===== src/rtl/tlul_sram_resp_pkg.sv =====
// Shared types for the TL-UL SRAM responder: bus structs, response entry and opcode constants.
package tlul_sram_resp_pkg;

  localparam int DataW  = 32;
  localparam int MaskW  = DataW / 8;
  localparam int SrcW   = 8;
  localparam int SizeW  = 2;
  localparam int UserW  = 8;

  // A-channel opcodes
  localparam logic [2:0] OpPutFullData    = 3'd0;
  localparam logic [2:0] OpPutPartialData = 3'd1;
  localparam logic [2:0] OpGet            = 3'd4;

  // D-channel opcodes
  localparam logic [2:0] OpAccessAck      = 3'd0;
  localparam logic [2:0] OpAccessAckData  = 3'd1;

  typedef struct packed {
    logic             a_valid;
    logic [2:0]       a_opcode;
    logic [2:0]       a_param;
    logic [SizeW-1:0] a_size;
    logic [SrcW-1:0]  a_source;
    logic [31:0]      a_address;
    logic [MaskW-1:0] a_mask;
    logic [DataW-1:0] a_data;
    logic [UserW-1:0] a_user;
    logic             d_ready;
  } tl_h2d_t;

  typedef struct packed {
    logic             d_valid;
    logic [2:0]       d_opcode;
    logic [2:0]       d_param;
    logic [SizeW-1:0] d_size;
    logic [SrcW-1:0]  d_source;
    logic [0:0]       d_sink;
    logic [DataW-1:0] d_data;
    logic [UserW-1:0] d_user;
    logic             d_error;
    logic             a_ready;
  } tl_d2h_t;

  typedef struct packed {
    logic [2:0]       opcode;
    logic [SizeW-1:0] size;
    logic [SrcW-1:0]  source;
    logic [DataW-1:0] data;
    logic             error;
  } resp_entry_t;

  // Byte i of the TL-UL mask becomes bits [8i+7:8i] of the SRAM bit mask.
  function automatic logic [DataW-1:0] expandMask(input logic [MaskW-1:0] mask);
    logic [DataW-1:0] bits;
    bits = '0;
    for (int i = 0; i < MaskW; i++) begin
      bits[8*i +: 8] = {8{mask[i]}};
    end
    return bits;
  endfunction

endpackage


===== src/rtl/tlul_sram_resp_fifo.sv =====
// Small synchronous FIFO holding pending D-channel responses, with an occupancy count.
module tlul_sram_resp_fifo
  import tlul_sram_resp_pkg::*;
#(
  parameter int Depth = 2,
  parameter int CntW  = $clog2(Depth + 1)
) (
  input  logic            i_clk,
  input  logic            i_rstN,
  input  logic            i_push,
  input  resp_entry_t     i_entry,
  input  logic            i_pop,
  output resp_entry_t     o_head,
  output logic [CntW-1:0] o_count
);

  localparam int PtrW = (Depth > 1) ? $clog2(Depth) : 1;
  localparam logic [PtrW-1:0] LastPtr = PtrW'(Depth - 1);
  localparam logic [CntW-1:0] FullCnt = CntW'(Depth);

  resp_entry_t     r_mem [Depth];
  logic [PtrW-1:0] r_wrPtr;
  logic [PtrW-1:0] r_rdPtr;
  logic [CntW-1:0] r_count;

  logic w_doPush;
  logic w_doPop;

  assign w_doPop  = i_pop && (r_count != '0);
  assign w_doPush = i_push && ((r_count != FullCnt) || w_doPop);

  // Pointer and count bookkeeping; pointers wrap at the last entry, so any depth works.
  always_ff @(posedge i_clk) begin
    if (!i_rstN) begin
      r_wrPtr <= '0;
      r_rdPtr <= '0;
      r_count <= '0;
    end else begin
      if (w_doPush) r_wrPtr <= (r_wrPtr == LastPtr) ? '0 : r_wrPtr + PtrW'(1);
      if (w_doPop)  r_rdPtr <= (r_rdPtr == LastPtr) ? '0 : r_rdPtr + PtrW'(1);
      case ({w_doPush, w_doPop})
        2'b10:   r_count <= r_count + CntW'(1);
        2'b01:   r_count <= r_count - CntW'(1);
        default: r_count <= r_count;
      endcase
    end
  end

  // Entry storage needs no reset; the count alone decides what is valid.
  always_ff @(posedge i_clk) begin
    if (w_doPush) r_mem[r_wrPtr] <= i_entry;
  end

  assign o_head  = r_mem[r_rdPtr];
  assign o_count = r_count;

endmodule


===== src/rtl/tlul_sram_resp.sv =====
// TL-UL device-side SRAM responder: accepts Get/PutFullData/PutPartialData, drives a
// 1-cycle-latency single-port SRAM and returns responses through a small buffer.
// Optional build macro TLUL_SRAM_RESP_RANGE_ERR_EN: out-of-range or misaligned addresses
// get an error response with no SRAM access instead of aliasing.
module tlul_sram_resp
  import tlul_sram_resp_pkg::*;
#(
  parameter int Depth     = 1024,
  parameter int AddrWidth = $clog2(Depth),
  parameter int RespDepth = 2
) (
  input  logic                 clk_i,
  input  logic                 rst_ni,
  input  tl_h2d_t              tl_i,
  output tl_d2h_t              tl_o,
  output logic                 req_o,
  output logic                 we_o,
  output logic [AddrWidth-1:0] addr_o,
  output logic [DataW-1:0]     wdata_o,
  output logic [DataW-1:0]     wmask_o,
  input  logic [DataW-1:0]     rdata_i
);

  localparam int CntW = $clog2(RespDepth + 1);

  logic             r_ready;
  logic             r_inflight;
  logic [2:0]       r_infOpcode;
  logic [SizeW-1:0] r_infSize;
  logic [SrcW-1:0]  r_infSource;
  logic             r_infError;
  logic             r_infUseRdata;
  logic [DataW-1:0] r_infFixedData;

  logic             w_aReady;
  logic             w_accept;
  logic             w_isGet;
  logic             w_isPut;
  logic             w_validOp;
  logic             w_rangeErr;
  logic             w_sramAccess;
  logic [CntW-1:0]  w_count;
  logic [CntW:0]    w_occupancy;
  logic             w_dValid;
  logic             w_pop;
  resp_entry_t      w_pushEntry;
  resp_entry_t      w_head;
  logic             w_unused;

  assign w_isGet   = (tl_i.a_opcode == OpGet);
  assign w_isPut   = (tl_i.a_opcode == OpPutFullData) || (tl_i.a_opcode == OpPutPartialData);
  assign w_validOp = w_isGet || w_isPut;

`ifdef TLUL_SRAM_RESP_RANGE_ERR_EN
  assign w_rangeErr = (|tl_i.a_address[31:AddrWidth+2]) || (|tl_i.a_address[1:0]);
`else
  assign w_rangeErr = 1'b0;
`endif

  // Counting the in-flight access as occupied guarantees its response always has a slot.
  assign w_occupancy = {1'b0, w_count} + {{CntW{1'b0}}, r_inflight};
  assign w_aReady    = r_ready && (w_occupancy < (CntW+1)'(RespDepth));
  assign w_accept    = tl_i.a_valid && w_aReady;

  assign w_sramAccess = w_accept && w_validOp && !w_rangeErr;
  assign req_o        = w_sramAccess;
  assign we_o         = w_sramAccess && !w_isGet;
  assign addr_o       = tl_i.a_address[AddrWidth+1:2];
  assign wdata_o      = tl_i.a_data;
  assign wmask_o      = expandMask(tl_i.a_mask);

  assign w_unused = ^{tl_i.a_param, tl_i.a_user, tl_i.a_address[31:AddrWidth+2],
                      tl_i.a_address[1:0]};

  // Remember what was accepted so the response can be built once SRAM read data arrives.
  always_ff @(posedge clk_i) begin
    if (!rst_ni) begin
      r_ready        <= 1'b0;
      r_inflight     <= 1'b0;
      r_infOpcode    <= '0;
      r_infSize      <= '0;
      r_infSource    <= '0;
      r_infError     <= 1'b0;
      r_infUseRdata  <= 1'b0;
      r_infFixedData <= '0;
    end else begin
      r_ready    <= 1'b1;
      r_inflight <= w_accept;
      if (w_accept) begin
        r_infOpcode    <= w_isGet ? OpAccessAckData : OpAccessAck;
        r_infSize      <= tl_i.a_size;
        r_infSource    <= tl_i.a_source;
        r_infError     <= !w_validOp || w_rangeErr;
        r_infUseRdata  <= w_isGet && !w_rangeErr;
        r_infFixedData <= (w_isGet && w_rangeErr) ? '1 : '0;
      end
    end
  end

  // Assemble the response entry pushed in the cycle after accept.
  always_comb begin
    w_pushEntry        = '0;
    w_pushEntry.opcode = r_infOpcode;
    w_pushEntry.size   = r_infSize;
    w_pushEntry.source = r_infSource;
    w_pushEntry.data   = r_infUseRdata ? rdata_i : r_infFixedData;
    w_pushEntry.error  = r_infError;
  end

  tlul_sram_resp_fifo #(
    .Depth (RespDepth),
    .CntW  (CntW)
  ) u_fifo (
    .i_clk   (clk_i),
    .i_rstN  (rst_ni),
    .i_push  (r_inflight),
    .i_entry (w_pushEntry),
    .i_pop   (w_pop),
    .o_head  (w_head),
    .o_count (w_count)
  );

  assign w_dValid = (w_count != '0);
  assign w_pop    = w_dValid && tl_i.d_ready;

  // D channel shows the buffer head; every field is held at zero while nothing is valid.
  always_comb begin
    tl_o         = '0;
    tl_o.a_ready = w_aReady;
    if (w_dValid) begin
      tl_o.d_valid  = 1'b1;
      tl_o.d_opcode = w_head.opcode;
      tl_o.d_size   = w_head.size;
      tl_o.d_source = w_head.source;
      tl_o.d_data   = w_head.data;
      tl_o.d_error  = w_head.error;
    end
  end

endmodule


===== config.mk =====
export PLATFORM = sky130hd
export DESIGN_NAME = tlul_sram_resp
export DESIGN_NICKNAME = d
export VERILOG_FILES = /design/src/rtl/tlul_sram_resp_pkg.sv /design/src/rtl/tlul_sram_resp_fifo.sv /design/src/rtl/tlul_sram_resp.sv
export SDC_FILE = /design/constraint.sdc
export NUM_CORES = 1
export LEC_CHECK = 0
export ABC_AREA = 1
export BUFFER_PORTS_ARGS = -buffer_cell sky130_fd_sc_hd__clkbuf_2
export CORE_MARGIN = 5
export CORE_UTILIZATION = 47
export CTS_BUF_LIST = sky130_fd_sc_hd__clkbuf_4 sky130_fd_sc_hd__clkbuf_8
export DETAILED_ROUTE_END_ITERATION = 16
export PLACE_DENSITY = 0.89
export SETUP_SLACK_MARGIN = 0.05
export SYNTH_ARGS = -nofsm -noshare
export SYNTH_HDL_FRONTEND = slang
export SYNTH_SLANG_ARGS = --single-unit

===== constraint.sdc =====
create_clock -name clk_i -period 3.3 [get_ports clk_i]
set_input_delay 0.33 -clock clk_i [delete_from_list [all_inputs] [get_ports clk_i]]
set_output_delay 0.33 -clock clk_i [all_outputs]
set_load 0.01 [all_outputs]

# == After elaboration in Yosys (flattened, before gate mapping) ==
# Memories as Yosys holds them, arrays and structs flattened. A register that Yosys moved wholly into a read port is not among the register bits.
# Cells that the tools add are included.
# totals
ff_bits,21
ram_bits,92
inputBits,128
output_inout_bits,136
elab_cells,51
mem_count,1
# mem_list
memory,depth,width,rd,rd_ports_with_merged_regs,wr,line,rtl
u_fifo.r_mem,2,46,1,1,1,tlul_sram_resp_fifo.sv:21,resp_entry_t r_mem [Depth];
# op_classes
addsub,5
n_lt_le_gt_ge,1
eq_ne,5
muxes,14
n_reduce_logical,15
# ops
cell,n
32-bit two-way mux,2
10-bit two-way mux,1
1-bit two-way mux,9
1-bit logical AND,7
4-bit two-way mux,1
2-bit case mux with 2 select lines,1
2-bit nonzero test,2
2-bit by 1-bit adder with 3-bit output,1
3-bit by 1-bit == test with 1-bit output (second input constant),1
3-bit == test (second input constant),1
3-bit logical NOT,1
1-bit logical OR,3
3-bit by 2-bit < comparator with 1-bit output (second input constant),1
1-bit adder (second input constant),2
2-bit by 1-bit adder with 2-bit output (second input constant),1
2-bit by 1-bit == test with 1-bit output (second input constant),1
2-bit == test (second input constant),1
1-bit logical NOT,2
2-bit != test (second input constant),1
2-bit by 1-bit subtractor with 2-bit output (second input constant),1

# == Logic depth before layout (Yosys ltp) ==
# depth
ltp_word,7
depth_mapped,8
depth_no_buf,8

# == By module ==
# Synthesis repeated with hierarchy kept, for this count alone.
# hier_totals
hier_cells,527
hier_area_um2,5509.0
# by_module_without_submodules
module,n_inst,cells_each,area_per_inst_um2,seq_area_each_um2
tlul_sram_resp_fifo,1,180,3590.9,2862.7
tlul_sram_resp,1,347,1918.1,280.3

# == Worst setup path after synthesis ==
# No wires, ideal clock.
# synth_path
kind,reg2reg
from,"register u_fifo.r_count[0], in the netlist u_fifo.o_count[0]"
to,"memory u_fifo.r_mem[0][0] (netlist name), enable pin"
setup_ns,0.445
arrival_time_ns,2.525
required_time_ns,2.855
setup_slack_ns,0.329
stages_incl_launch_ff,5
path_buffers,0
period_less_slack_ns,2.971
cell_sequence,dfxtp_1 -> inv_1 -> nand3_1 -> nand2_1 -> nor2_1
# synth_via
elab_chain_cells,7
word_cells_on_any_way,8
cone_classes,eq/ne (1); mux (2); reduce/logical (5)
# synth_rtl
element,line,rtl
from (decl),tlul_sram_resp_fifo.sv:24,logic [CntW-1:0] r_count;
from (signal assigned),tlul_sram_resp_fifo.sv:42,2'b10: r_count <= r_count + CntW'(1);
from (signal assigned),tlul_sram_resp_fifo.sv:43,2'b01: r_count <= r_count - CntW'(1);
from (signal assigned),tlul_sram_resp_fifo.sv:44,default: r_count <= r_count;
2-bit nonzero test,"tlul_sram_resp_fifo.sv:29, tlul_sram_resp.sv:123",
1-bit logical AND,tlul_sram_resp.sv:124,assign w_pop = w_dValid && tl_i.d_ready;
1-bit logical AND,tlul_sram_resp_fifo.sv:29,assign w_doPop = i_pop && (r_count != '0);
1-bit logical OR (*),tlul_sram_resp_fifo.sv:30,assign w_doPush = i_push && ((r_count != FullCnt) || w_doPop);
1-bit logical AND (*),tlul_sram_resp_fifo.sv:30,
1-bit two-way mux (*),tlul_sram_resp_fifo.sv:51,if (w_doPush) r_mem[r_wrPtr] <= i_entry;
1-bit two-way mux (not written as such) (*),tlul_sram_resp_fifo.sv:51,
to (decl),tlul_sram_resp_fifo.sv:21,
# Mark *: on every way between the ends. The rest lies on a longest branch, timed or not.

==> run summary <==
R2r startpoint: u_fifo.o_count[0]
Worst-path maximum fanout: 26
Mapped Cells: 516
Area Growth Syn to Fin: 2.63%
Crit start category: register
CORE AREA: 10400 um2
Sequential share of the synthesized area: 0.599
Clk_skew: 0.00715 ns
Largest net degree at the start of global routing: 45
DIE WIDTH: 114 um
Syn Std Cell Area: 5040 um2
DIE AREA: 12900 um2
Worst-Margin Slew: 1.13 ns
Avg Cell Area, Syn: 9.77 um2
Final hold vios: 0
CTS tree: done
Rows: 37
GPL Wtd Cong: 0.760
Later-pin clock latency in the skew report: 0.37 ns
Clk root buf: clkbuf_8
H-tree levels: 3
Fin area: 5180 um2
Initial Util: 0.484
Overall routing resource usage: 0.153
Avg WL per Cell: 14.3 um
Setup TNS: 0 ns
IO buf count: 96
Leakage: 2.40 nW
Placed cell areas: 4990 um2
RSZ-0062 raised after global routing: no
Worst hold start: tl_i[77]
Final nets: 658
Antenna-violating nets left: 0
Post-DP HPWL: 6580 um
Synth warn: 0
PostCTS Resize Cnt: 0
Vias/cell: 4.66
Buffer depth of the longest clock path: 2
1st-iter DRT viols: 169
Layout Utilization: 0.497
Final Cycle Share: 0.687
Max transition margin: 0.247
Post-CTS Repair Setup Buffers: 0
Pins over their slew limit: 0
Total Wirelength: 9600 um
First-pass GRT wire length: 15500 um
Drt pass-1 iters: 4
Post-CTS Hold Buffers: 0
Max Cap Violations: 0
CTS Buf Count: 9
Maximum vdd ir drop: 0.324 mV
Status: finished clean
Vias in the first global route: 3275
Via count: 3124
Crit path launch: u_fifo.o_count[1]
Crit path DAT: 1.94 ns
Final setup violation count: 0
Grt ovf: 0
Fraction of layout cells with a size suffix above 1: 0.238
CTS Sinks: 107
Crit Path Class: reg2out
Diodes inserted: 0
Clock-pin slew on the worst setup and hold paths: 0.10 ns
Initial antenna violation count: 1
Die Y-Extent: 114 um
#FFs+latches synth: 107
Critical Path RT: 2.97 ns
Class of the worst hold path: in2reg
Tot Pwr: 2.66 mW
Drt drc: 0
IO Pins: 264
Yosys cell types: 21
Fin crit period: 2.27 ns
PwrDens: 513 nW/um2
Worst setup EP type: primary output
FMAX: 441 MHz
metrics by stage:
stage	hold WS [ns]	cells	setup slack, ns
detailed placement	0.445	654	1.21
CTS	0.158	670	0.971
finish	0.181	670	1.03
global placement	0.435	654	1.29
global route	0.168	670	0.887
floorplan	0.358	529	0.329
cell usage in the layout, fill, tap and decap left out, types with 2 or more instances in the layout:
| cell type | count |
|---|---|
| a21oi_1 | 48 |
| dfxtp_1 | 18 |
| edfxtp_1 | 88 |
| clkinv_4 | 2 |
| nor2_1 | 31 |
| inv_2 | 4 |
| conb_1 | 14 |
| clkbuf_2 | 96 |
| clkbuf_8 | 9 |
| nand3_1 | 3 |
| nor2_4 | 2 |
| inv_1 | 48 |
| nor2_2 | 2 |
| inv_6 | 2 |
| nand2_1 | 153 |
| buf_4 | 4 |
cell usage after synthesis, drive strengths merged:
library cell	n	area [um2]
nand4	1	21.3
nor2	35	144
clkbuf	1	3.75
nor3	1	5.00
inv	52	195
conb	1	3.75
edfxtp	88	2640
buf	110	788
a21oi	48	240
o21ai	1	5.00
nand2	154	581
or2	1	6.26
dfxtp	19	380
nand3	3	15.0
ha	1	12.5
report_power, final:
part | total [mW] | internal, mW | switching (mW)
Sequential | 1.54 | 1.51 | 0.0324
Combinational | 0.383 | 0.129 | 0.254
Clock | 0.734 | 0.286 | 0.448
area by class of cell:
class / instances / area (um2)
timing repair buffer: 100 / 510
clock inverter: 7 / 62.6
fill: 933 / 5240
multi-input combinational: 259 / 1090
sequential: 107 / 3020
clock buffer: 9 / 124
tap: 136 / 170
inverter: 52 / 195
layer usage:
layer / routed length [um] / vias to the layer above / GRT usage
li1: - / 1558 / -
met1: 3830 / 1398 / 0.170
met2: 4660 / 128 / 0.255
met3: 776 / 38 / 0.0568
met4: 311 / 2 / 0.0825
met5: 20 / - / 0
sequential cells by signal (all words and copies together), names as in the netlist, named ones only:
signal	flops
u_fifo.r_mem	88
r_ready	1
r_infSource	8
u_fifo.r_rdPtr	1
u_fifo.o_count	2
u_fifo.r_wrPtr	1
r_infUseRdata	1
r_infError	1
r_inflight	1
r_infSize	2
logic make-up after synthesis:
group | share of synthesized area
fa+ha+maj | 0.00248
flops | 0.599
other cells | 0.000744
compound gates | 0.0486
simple gates | 0.153
buf+inv | 0.196
worst max-delay path: stages (launching register included):
cell,delay [ns]
dfxtp_1,0.40
nor2_4,0.48
buf_4,0.39
a21oi_1,0.13
clkbuf_2,0.16
worst paths after layout:
kind | slack [ns] | to | depth (start not counted)
max | 1.03 | tl_o[56] | 4
min | 0.18 | r_infSource[0] | 3
max reg2reg | 1.23 | u_fifo.r_mem[0][16] | 5
min reg2reg | 0.47 | u_fifo.r_mem[0][42] | 0
(Power assumes the default switching activity.)
